--- src/rtl/mc_river_engine_if.sv ---
// Move handshake and bank-state bundle for mc_river_engine.
// CW must equal the engine's headcount width, $clog2(N+1).
// Optional MC_MOVE_COUNT_EN adds the move_count field.
interface mc_river_engine_if #(
  parameter int unsigned CW = 2
);
  logic          move_valid;
  logic          move_ready;
  logic [CW-1:0] move_m;
  logic [CW-1:0] move_c;
  logic [CW-1:0] missionary_next;
  logic [CW-1:0] cannibal_next;
  logic          boat_side;
  logic [2:0]    finish;
`ifdef MC_MOVE_COUNT_EN
  logic [15:0]   move_count;

  modport master (
    output move_valid, move_m, move_c,
    input  move_ready, missionary_next, cannibal_next, boat_side, finish, move_count
  );
  modport slave (
    input  move_valid, move_m, move_c,
    output move_ready, missionary_next, cannibal_next, boat_side, finish, move_count
  );
`else
  modport master (
    output move_valid, move_m, move_c,
    input  move_ready, missionary_next, cannibal_next, boat_side, finish
  );
  modport slave (
    input  move_valid, move_m, move_c,
    output move_ready, missionary_next, cannibal_next, boat_side, finish
  );
`endif
endinterface

--- src/rtl/mc_river_engine.sv ---
// Move-driven missionary/cannibal river-crossing engine.
// Accepts one boat move per handshake, checks legality in a single EVAL cycle,
// then updates the left-bank headcounts and boat side or pulses a reject.
// Optional MC_MOVE_COUNT_EN adds a saturating 16-bit count of legal moves.
module mc_river_engine #(
  parameter int unsigned N   = 3,
  parameter int unsigned CAP = 2,
  localparam int unsigned CW = $clog2(N + 1)
) (
  input  logic               clock_i,
  input  logic               reset_i,
  input  logic               restart_i,
  mc_river_engine_if.slave   bus_io
);

  typedef enum logic [1:0] {StPlay, StEval, StSolved} state_e;

  localparam logic [CW-1:0] NumW = CW'(N);
  localparam logic [CW:0]   CapW = (CW + 1)'(CAP);

  state_e        state_q, state_d;
  logic [CW-1:0] ml_q, ml_d, cl_q, cl_d;
  logic          boat_q, boat_d;
  logic [CW-1:0] mm_q, mm_d, mc_q, mc_d;
  logic          reject_q, reject_d;
`ifdef MC_MOVE_COUNT_EN
  logic [15:0]   count_q, count_d;
`endif

  logic [CW:0]   sum;
  logic [CW-1:0] src_m, src_c, new_ml, new_cl, new_rm, new_rc;
  logic          legal, solved;

  // Legality of the captured move against the current banks.
  always_comb begin
    sum    = {1'b0, mm_q} + {1'b0, mc_q};
    src_m  = boat_q ? (NumW - ml_q) : ml_q;
    src_c  = boat_q ? (NumW - cl_q) : cl_q;
    // Only meaningful when the source bank holds enough people.
    new_ml = boat_q ? (ml_q + mm_q) : (ml_q - mm_q);
    new_cl = boat_q ? (cl_q + mc_q) : (cl_q - mc_q);
    new_rm = NumW - new_ml;
    new_rc = NumW - new_cl;
    legal  = (sum != '0) && (sum <= CapW) &&
             (src_m >= mm_q) && (src_c >= mc_q) &&
             ((new_ml == '0) || (new_ml >= new_cl)) &&
             ((new_rm == '0) || (new_rm >= new_rc));
    solved = legal && (new_ml == '0) && (new_cl == '0) && !boat_q;
  end

  // Next-state: capture in PLAY, resolve in EVAL, park in SOLVED.
  always_comb begin
    state_d  = state_q;
    ml_d     = ml_q;
    cl_d     = cl_q;
    boat_d   = boat_q;
    mm_d     = mm_q;
    mc_d     = mc_q;
    reject_d = 1'b0;
`ifdef MC_MOVE_COUNT_EN
    count_d  = count_q;
`endif
    unique case (state_q)
      StPlay: begin
        if (bus_io.move_valid) begin
          mm_d    = bus_io.move_m;
          mc_d    = bus_io.move_c;
          state_d = StEval;
        end
      end
      StEval: begin
        state_d = StPlay;
        if (legal) begin
          ml_d   = new_ml;
          cl_d   = new_cl;
          boat_d = ~boat_q;
`ifdef MC_MOVE_COUNT_EN
          if (count_q != 16'hFFFF) count_d = count_q + 16'd1;
`endif
          if (solved) state_d = StSolved;
        end else begin
          reject_d = 1'b1;
        end
      end
      StSolved: begin
      end
      default: state_d = StPlay;
    endcase
  end

  // State register; reset and restart re-initialise identically.
  always_ff @(posedge clock_i) begin
    if (reset_i || restart_i) begin
      state_q  <= StPlay;
      ml_q     <= NumW;
      cl_q     <= NumW;
      boat_q   <= 1'b0;
      mm_q     <= '0;
      mc_q     <= '0;
      reject_q <= 1'b0;
`ifdef MC_MOVE_COUNT_EN
      count_q  <= 16'd0;
`endif
    end else begin
      state_q  <= state_d;
      ml_q     <= ml_d;
      cl_q     <= cl_d;
      boat_q   <= boat_d;
      mm_q     <= mm_d;
      mc_q     <= mc_d;
      reject_q <= reject_d;
`ifdef MC_MOVE_COUNT_EN
      count_q  <= count_d;
`endif
    end
  end

  assign bus_io.move_ready      = (state_q == StPlay);
  assign bus_io.missionary_next = ml_q;
  assign bus_io.cannibal_next   = cl_q;
  assign bus_io.boat_side       = boat_q;
  assign bus_io.finish          = {state_q == StEval, reject_q, state_q == StSolved};
`ifdef MC_MOVE_COUNT_EN
  assign bus_io.move_count      = count_q;
`endif

endmodule
--- src/flat_wrapper.sv ---
// flat-port wrapper written by rule: the top's interface ports become plain ports
module mc_river_engine_flat 
#(
  parameter int unsigned N   = 3,
  parameter int unsigned CAP = 2,
  localparam int unsigned CW = $clog2(N + 1)
)
  (clock_i, reset_i, restart_i, bus_io_move_valid, bus_io_move_m, bus_io_move_c, bus_io_move_ready, bus_io_missionary_next, bus_io_cannibal_next, bus_io_boat_side, bus_io_finish);
  mc_river_engine_if bus_io_i ();
  input  logic clock_i;
  input  logic reset_i;
  input  logic restart_i;
  input wire logic [$bits(bus_io_i.move_valid)-1:0] bus_io_move_valid;
  input wire logic [$bits(bus_io_i.move_m)-1:0] bus_io_move_m;
  input wire logic [$bits(bus_io_i.move_c)-1:0] bus_io_move_c;
  output wire logic [$bits(bus_io_i.move_ready)-1:0] bus_io_move_ready;
  output wire logic [$bits(bus_io_i.missionary_next)-1:0] bus_io_missionary_next;
  output wire logic [$bits(bus_io_i.cannibal_next)-1:0] bus_io_cannibal_next;
  output wire logic [$bits(bus_io_i.boat_side)-1:0] bus_io_boat_side;
  output wire logic [$bits(bus_io_i.finish)-1:0] bus_io_finish;
  assign bus_io_i.move_valid = bus_io_move_valid;
  assign bus_io_i.move_m = bus_io_move_m;
  assign bus_io_i.move_c = bus_io_move_c;
  assign bus_io_move_ready = bus_io_i.move_ready;
  assign bus_io_missionary_next = bus_io_i.missionary_next;
  assign bus_io_cannibal_next = bus_io_i.cannibal_next;
  assign bus_io_boat_side = bus_io_i.boat_side;
  assign bus_io_finish = bus_io_i.finish;
  mc_river_engine #(.N(N), .CAP(CAP)) u_core (.clock_i(clock_i), .reset_i(reset_i), .restart_i(restart_i), .bus_io(bus_io_i));
endmodule
--- config.mk ---
export PLATFORM = sky130hd
export DESIGN_NAME = mc_river_engine_flat
export DESIGN_NICKNAME = d
export VERILOG_FILES = /design/src/rtl/mc_river_engine_if.sv /design/src/rtl/mc_river_engine.sv /design/src/flat_wrapper.sv
export SDC_FILE = /design/constraint.sdc
export NUM_CORES = 1
export LEC_CHECK = 0
export BUFFER_PORTS_ARGS = -buffer_cell sky130_fd_sc_hd__buf_4
export CAP_MARGIN = 20
export CORE_AREA = 5 5 52 45
export CTS_CLUSTER_DIAMETER = 150
export DETAILED_ROUTE_END_ITERATION = 7
export DIE_AREA = 0 0 57 50
export PLACE_DENSITY = 0.74
export SLEW_MARGIN = 20
export SYNTH_ARGS = -nofsm -noshare
export SYNTH_HDL_FRONTEND = slang
export SYNTH_SLANG_ARGS = --single-unit
--- constraint.sdc ---
create_clock -name clock_i -period 2.57 [get_ports clock_i]
set_input_delay 0.1285 -clock clock_i [delete_from_list [all_inputs] [get_ports clock_i]]
set_output_delay 0.1285 -clock clock_i [all_outputs]
set_load 0.1 [all_outputs]
==> results of run 1 <==
==> power by group <==
group          internal, uW  leakage [uW]  total (uW)  switching (uW)
logic                  35.5      0.000334        81.6            46.0
registers               188     0.0000967         192            3.71
clock network          60.2     0.0000150         125            64.8
total                   284      0.000446         398             115
==> cell usage in the layout (no fill, tap or decap) <==
cell type,synthesis,final
nand2_1,1,1
dfxtp_4,0,1
o211ai_1,1,1
dfxtp_1,12,6
nand2b_1,4,4
a22o_1,1,1
or4b_4,1,1
xnor3_1,2,2
mux2i_1,7,7
nor2_1,18,18
and2_1,1,1
a21oi_1,4,4
nor2b_1,3,3
xnor3_2,1,1
buf_4,1,16
xnor2_1,5,5
nand3_1,3,3
dfxtp_2,0,5
ha_1,9,9
nor3_1,3,3
or3_1,2,2
inv_1,5,5
clkbuf_4,0,3
nor2b_2,1,1
or2_2,1,1
a211oi_1,1,1
nor3_4,1,1
xor2_1,2,2
clkbuf_1,2,1
and3_1,1,1
fa_1,1,1
==> final timing paths <==
check / endpoint / cells after the start / slack, ns
min: u_core.mc_q[1] / 3 / 0.08
max reg2reg: u_core.bus_io.missionary_next[1] / 7 / 0.14
max: u_core.bus_io.missionary_next[1] / 7 / 0.14
min reg2reg: u_core.bus_io.cannibal_next[1] / 2 / 0.54
==> state kept, by name, summed over array words and instances (netlist names) <==
signal	count
u_core.state_q	2
u_core.bus_io.cannibal_next	2
u_core.reject_q	1
u_core.bus_io.missionary_next	2
u_core.bus_io.boat_side	1
u_core.mm_q	2
u_core.mc_q	2
==> through the flow <==
step,cell area (um^2),hold WS [ns],cells
global route,1040,0.0966,135
CTS,1040,0.0716,135
detailed placement,1010,0.368,131
finish,1040,0.0844,135
floorplan,886,0.267,95
global placement,1010,0.351,131
==> worst max-delay path, stage by stage, from the launching register on <==
cell and delay [ns]:
dfxtp_4 0.36, ha_1 0.37, ha_1 0.33, nand2b_1 0.11, a211oi_1 0.08, or4b_4 0.56, nor3_4 0.29, mux2i_1 0.24
==> area by class of cell <==
type | instances | area share, %
inverters | 5 | 1.81
multi-input cells | 74 | 57.1
well taps | 24 | 2.90
flip-flops and latches | 12 | 24.1
clock buffers | 4 | 2.53
repair buffers | 16 | 11.6
==> cell families after synthesis <==
group | Yosys count | share of synthesized area [%]
simple gates | 40 | 24.5
flops | 12 | 27.4
fa+ha+maj | 10 | 15.1
buf+inv | 9 | 5.14
compound gates | 7 | 4.99
mux | 7 | 7.99
xor+xnor | 10 | 14.8
==> routing by layer <==
layer | GRT usage, % | part of all wire (%) | up-vias | wire length (um)
met5 | 0 | 0 | - | 0
met4 | 9.65 | 3.9 | 0 | 68
met3 | 2.87 | 4.4 | 7 | 77
met2 | 20.9 | 44 | 18 | 766
met1 | 17.0 | 47 | 311 | 824
li1 | - | - | 355 | -
==> impl_metrics.yaml, run 1 <==
detailed_routing:
  via_count: 691
  dr.pass1.iters: 3
  drc: 0
  vias_per_cell: 5.12
  drtIter0Drc: 6
  wl_mm: 1.74
  ant_nets: 0
  wl_per_cell_um: 12.9
logic_synthesis:
  yosysSeqAreaShare_pct: 27.4
  synth_edf_count: 0
  synth.top_cell.area_share_pct: 27.4
  synth-main-ff-cell: "dfxtp_1"
  synth.top_cells.by_area: "dfxtp_1 27%, ha_1 13%, mux2i_1 8.0%"
  synth_top_cell_by_area: "dfxtp_1"
  synthCells: 95
  synth_fp_nets: 113
  synthTopCellsByCount: "18 x nor2_1, 12 x dfxtp_1, 9 x ha_1, 7 x mux2i_1"
  synth_warnings: 0
  async_flop_share_pct: 0
  ys_types: 29
  synth_most_common_cell: "nor2_1"
  syn-cell-area_um2: 877
  syn_avg_cell_area_um2: 9.23
  synth_seq_cells: 12
power_and_ir_drop:
  power_uw: 398
  power.density_nw_per_um2: 384
  ir_drop_mv: 0.186
  leakagePower_uw: 0.000446
global_route:
  grt_overflow: 0
  antenna_found_initial: 0
  grt_pass1_wl_mm: 2.98
  grt_pass1_vias: 672
  grt_max_degree: 14
  track_usage_pct: 13.7
critical_path:
  crit_required_ns: 2.76
  end_kind: "flop"
  critPathKind: "reg -> reg"
  regToRegStartpoint: "u_core.bus_io.missionary_next[0]"
  start_kind: "flop"
  worstPathMaxFanout: 6
  arrival_ns: 2.62
  startpoint: "u_core.bus_io.missionary_next[0]"
finish:
  fillCellCount: 173
  n_antenna_cell: 0
  syn2layout_area_growth_pct: 18.3
  multi_input_area_um2: 592
  nets: 130
  drive_gt1_share_pct: 27.0
  fin_util_pct: 58.1
  regArea_um2: 250
timing:
  setup_viol: 0
  finalMaxSlewViolations: 0
  rsz0062_at_grt: "no"
  slew_headroom_pct: 77.1
  min_period_ns: 2.43
  fin_ws_ns: 0.144
  fmax_ghz: 0.412
  hold_violations: 0
  final.setup.tns_ns: 0
  skew_ns: 0.00821
  tightestPinTransition_ns: 0.342
  post-route-period-util_pct: 94.4
placement:
  gp_congestion: 0.712
  dp_slack_ns: 0.0849
  portBuffers: 16
  dp_hpwl_mm: 1.41
hold_path:
  holdCritPathClass: "in -> reg"
  min_from: "bus_io_move_c[1]"
clock_tree:
  clk_path_buf_depth: 2
  postCtsHoldBufs: 0
  htreeDepth: 1
  post_cts_resized: 0
  clock_latency_ns: 0.28
  clk_pin_slew_worst_paths_ns: 0.08
  tritoncts: "built"
  cts_sinks: 12
  root_buffer: "clkbuf_4"
  cts_buffers: 3
  post_cts_buffers: 0
die:
  die_w_um: 57
  design.portCount: 17
  rows: 14
  fp.dieH_um: 50
  core_area_um2: 1790
  die_area_um2: 2850
  initial_utilization_pct: 49.1
flow_run:
  drv_cap: 0
status:
  outcome: "finished, final reports clean"
No activity file was read; power rests on OpenSTA's default activity.
==> run 2, diff against run 1 <==
Settings changed: PLACE_DENSITY 0.74 to 0.72.
==> run 2 against run 1 <==
Fmax is 1.5% higher. Clock-buffer cell count stayed put. Sequential power hardly changed. Register-to-register slack better by 0.04 ns. Flip-flop and latch count stayed put. Combinational power hardly changed. Clock skew is 0.0068 ns lower. Via count is 0.72% lower. Power is 6.9% higher. Non-clock buffer count is 1 higher. Clock power is 22% higher. Utilization is 0.91 points higher. Largest cell class unchanged.
==> impl_metrics.yaml, run 2 (synthesized netlist as in run 1, its figures left out) <==
die:
  rows: 14
  die_w_um: 57
  fp.dieH_um: 50
  die_area_um2: 2850
  core_area_um2: 1790
  design.portCount: 17
  initial_utilization_pct: 49.1
timing:
  hold_violations: 0
  fmax_ghz: 0.418
  fin_ws_ns: 0.180
  post-route-period-util_pct: 93.0
  finalMaxSlewViolations: 0
  skew_ns: 0.00137
  slew_headroom_pct: 80.0
  final.setup.tns_ns: 0
  tightestPinTransition_ns: 0.300
  setup_viol: 0
  min_period_ns: 2.39
  rsz0062_at_grt: "no"
critical_path:
  crit_path_frequent_cell: "ha_1"
  critPathBufInv: 1
  critical_path.top_delay_family: "simple AND/OR/NAND/NOR gates"
  path_cells: "ha_1 -> ha_1 -> nand2b_1 -> a211oi_1 -> or4b_4 -> nor3_4 -> buf_4 -> mux2i_1"
  start_kind: "flop"
  end_kind: "flop"
  crit_required_ns: 2.77
  worstPathMaxFanout: 6
  arrival_ns: 2.59
  slowest_stage: "or4b_4"
  slowest_delay_ns: 0.56
  critPathKind: "reg -> reg"
hold_path:
  holdCritPathClass: "in -> reg"
global_route:
  grt_pass1_wl_mm: 2.86
  grt_max_degree: 14
  grt_pass1_vias: 636
  antenna_found_initial: 0
  grt_overflow: 0
  track_usage_pct: 13.1
finish:
  fin_area_um2: 1050
  fillCellCount: 160
  syn2layout_area_growth_pct: 20.1
  layout_commonest_cell: "nor2_1"
  mostFrequentLayoutCells: "18 x nor2_1, 17 x buf_4, 9 x ha_1, 7 x mux2i_1, 7 x dfxtp_1"
  nets: 131
  regArea_um2: 249
  n_antenna_cell: 0
  drive_gt1_share_pct: 27.7
  multi_input_area_um2: 592
clock_tree:
  cts_sinks: 12
  post_cts_resized: 0
  root_buffer: "clkbuf_4"
  cts_buffers: 3
  htreeDepth: 1
  clk_path_buf_depth: 2
  tritoncts: "built"
  clk_pin_slew_worst_paths_ns: 0.08
  clock_latency_ns: 0.27
detailed_routing:
  drc: 0
  wl_mm: 1.71
  vias_per_cell: 5.04
  drtIter0Drc: 15
  dr.pass1.iters: 4
  wl_per_cell_um: 12.6
  ant_nets: 0
  via_count: 686
placement:
  dp_hpwl_mm: 1.34
  dp_slack_ns: 0.0955
  portBuffers: 16
  dpl_cell_area_um2: 1010
  gp_congestion: 0.714
power_and_ir_drop:
  leakagePower_uw: 0.000457
  pwr-share-clk_pct: 35.8
  swShare_pct: 27.3
  p_sw_uw: 116
  power_uw: 426
  seqPwrFrac_pct: 45.0
  power.density_nw_per_um2: 404
  combinationalPowerShare_pct: 19.2
  ir_drop_mv: 0.254
  intPower_uw: 310
status:
  outcome: "finished, final reports clean"
flow_run:
  drv_cap: 0
[run 2: final cells by class]
cell class	instances	area share, %
Multi-Input combinational cell	74	56.2
Tap cell	24	2.85
Inverter	5	1.78
Sequential cell	12	23.6
Timing Repair Buffer	17	12.1
Clock buffer	4	3.44
[run 2: final timing paths]
check / slack, ns / cells after the start / endpoint / from
max: 0.18 / 8 / u_core.bus_io.cannibal_next[1] / u_core.mm_q[0]
min: 0.08 / 3 / u_core.mm_q[1] / bus_io_move_m[1]
max reg2reg: 0.18 / 8 / u_core.bus_io.cannibal_next[1] / u_core.mm_q[0]
min reg2reg: 0.55 / 2 / u_core.bus_io.cannibal_next[0] / u_core.bus_io.cannibal_next[0]
[run 2: routing by layer]
metal  wire, um  global-route usage (%)  share of wire [%]
met1        837                    17.8                 49
met2        738                    18.3                 43
met4         51                    8.11                3.0
met3         80                    3.13                4.7
met5          0                       0                  0
[run 2: timing repair]
| item | in CTS | in global routing |
|---|---|---|
| endpoints found under the setup margin | 0 | 5 |
| hold buffers | 0 | 0 |
| buffers inserted | 0 | 1 |
[run 2: worst reg2reg max path: stages (launching register included)]
cell	delay, ns
dfxtp_1	0.42
ha_1	0.33
ha_1	0.32
nand2b_1	0.12
a211oi_1	0.07
or4b_4	0.56
nor3_4	0.12
buf_4	0.18
mux2i_1	0.20
[run 2: stage by stage]
step | cells | utilization (%) | hold WS (ns)
final | 136 | 59.0 | 0.0811
after global routing | 136 | 59.0 | 0.0820
after CTS | 135 | 58.5 | 0.0777
after global placement | 131 | 56.5 | 0.355
after detailed placement | 131 | 56.5 | 0.365
after floorplan | 95 | - | 0.267
[run 2: power groups by stage]
stage,sequential (uW),clock [uW],combinational (uW)
final,192,153,81.6
after global routing,192,164,88.9
after CTS,192,155,82.0
after detailed placement,196,0,81.5
after global placement,196,0,79.6
after floorplan,196,0,61.1
==> run 3, diff against run 2 <==
Settings changed: PLACE_DENSITY 0.72 to 0.79, RECOVER_POWER set to 100.
==> run 3 against run 2 <==
Die area stayed put. First-iteration DRC count is 53% lower. Design area is 3.9% lower. Critical path depth stayed put. Fmax is 1.3% lower. Cell count is 0.74% lower. Sequential power hardly changed. Global-route usage is 0.43 points higher. Sequential share of layout area is 0.96 points higher. Clock-buffer cell count stayed put. Via count is 0.58% lower. Largest power group unchanged.
==> impl_metrics.yaml, run 3 (synthesized netlist as in run 1, its figures left out) <==
timing:
  min_period_ns: 2.42
  hold_violations: 0
  skew_ns: 0.000428
  final.setup.tns_ns: 0
  rsz0062_at_grt: "no"
  fmax_ghz: 0.413
  setup_viol: 0
  finalMaxSlewViolations: 0
  tightestPinTransition_ns: 1.17
  post-route-period-util_pct: 94.2
  slew_headroom_pct: 22.4
die:
  core_area_um2: 1790
  die_w_um: 57
  rows: 14
  initial_utilization_pct: 49.1
  die_area_um2: 2850
  fp.dieH_um: 50
  design.portCount: 17
clock_tree:
  htreeDepth: 1
  clk_pin_slew_worst_paths_ns: 0.08
  post_cts_resized: 0
  post_cts_buffers: 0
  cts_buffers: 3
  cts_sinks: 12
  clk_path_buf_depth: 2
  postCtsHoldBufs: 0
  clock_latency_ns: 0.27
  tritoncts: "built"
  root_buffer: "clkbuf_4"
placement:
  gp_congestion: 0.724
  dp_hpwl_mm: 1.35
  dpl_cell_area_um2: 1010
  portBuffers: 16
  dp_cells: 131
critical_path:
  crit_path_frequent_cell: "ha_1"
  start_kind: "flop"
  end_kind: "flop"
  worstPathMaxFanout: 5
  path_cells: "ha_1 -> inv_1 -> ha_1 -> nand2b_1 -> a211oi_1 -> or4b_4 -> nor3_4 -> mux2i_1"
  critical_path.top_delay_family: "simple AND/OR/NAND/NOR gates"
  crit_required_ns: 2.78
  critPathBufInv: 1
  arrival_ns: 2.63
  critPathKind: "reg -> reg"
  slowest_stage: "or4b_4"
  slowest_delay_ns: 0.57
power_and_ir_drop:
  ir_drop_mv: 0.390
  power_uw: 425
  power.density_nw_per_um2: 420
  leakagePower_uw: 0.000419
finish:
  mostFrequentLayoutCells: "18 x nor2_1, 9 x ha_1, 9 x clkbuf_1"
  fin_util_pct: 56.7
  syn2layout_area_growth_pct: 15.4
  layout_commonest_cell: "nor2_1"
  nets: 130
  drive_gt1_share_pct: 18.9
  fillCellCount: 180
  final_cell_count_no_fill: 135
  fin_area_um2: 1010
  n_antenna_cell: 0
detailed_routing:
  drc: 0
  ant_nets: 0
  wl_mm: 1.74
  via_count: 682
  wl_per_cell_um: 12.9
  dr.pass1.iters: 4
  drtIter0Drc: 7
  vias_per_cell: 5.05
global_route:
  grt_overflow: 0
  grt_pass1_wl_mm: 2.95
  use_met1_pct: 17.2
  track_usage_pct: 13.5
  grt_pass1_vias: 656
  grt_max_degree: 14
  antenna_found_initial: 0
  top_usage_layer: "met2"
  use_met3_pct: 6.53
  met2_usage_pct: 20.3
hold_path:
  holdCritPathClass: "in -> reg"
flow_run:
  drv_cap: 0
status:
  outcome: "finished, final reports clean"
-- run 3: cell count changes in the layout (fill, tap and decap cells not counted), sizes merged --
cell,before,now
clkbuf,4,13
buf,17,7
-- run 3: final timing paths --
path | endpoint | from | slack [ns] | depth (start not counted)
max reg2reg | u_core.bus_io.cannibal_next[1] | u_core.mc_q[0] | 0.15 | 8
min | u_core.state_q[0] | bus_io_move_valid | 0.08 | 2
min reg2reg | u_core.bus_io.cannibal_next[0] | u_core.bus_io.cannibal_next[0] | 0.55 | 2
max | u_core.bus_io.cannibal_next[1] | u_core.mc_q[0] | 0.15 | 8
-- run 3: area by class of cell --
| class | count | area [um^2] | share of cell area, % |
|---|---|---|---|
| Clock buffer | 4 | 36.3 | 3.58 |
| Inverter | 5 | 18.8 | 1.85 |
| Multi-Input combinational cell | 74 | 592 | 58.5 |
| Sequential cell | 12 | 249 | 24.6 |
| Tap cell | 24 | 30.0 | 2.97 |
| Timing Repair Buffer | 16 | 86.3 | 8.53 |
-- run 3: where the power goes --
part	leakage [uW]	switching, uW	internal (uW)
sequential	0.0000962	3.66	188
combinational	0.000302	46.4	33.9
clock	0.0000210	67.3	86.2
-- run 3: routing by layer --
layer	share of wire, %	wire [um]
met1	48	830
met4	1.7	29
met3	7.5	130
met2	43	751
met5	0	0
-- run 3: stage by stage --
stage,hold WS (ns),setup slack [ns]
2_1_floorplan,0.267,0.0136
3_3_place_gp,0.354,0.182
3_5_place_dp,0.366,0.128
4_1_cts,0.0746,0.101
5_1_grt,0.0839,0.0138
6_report,0.0795,0.149
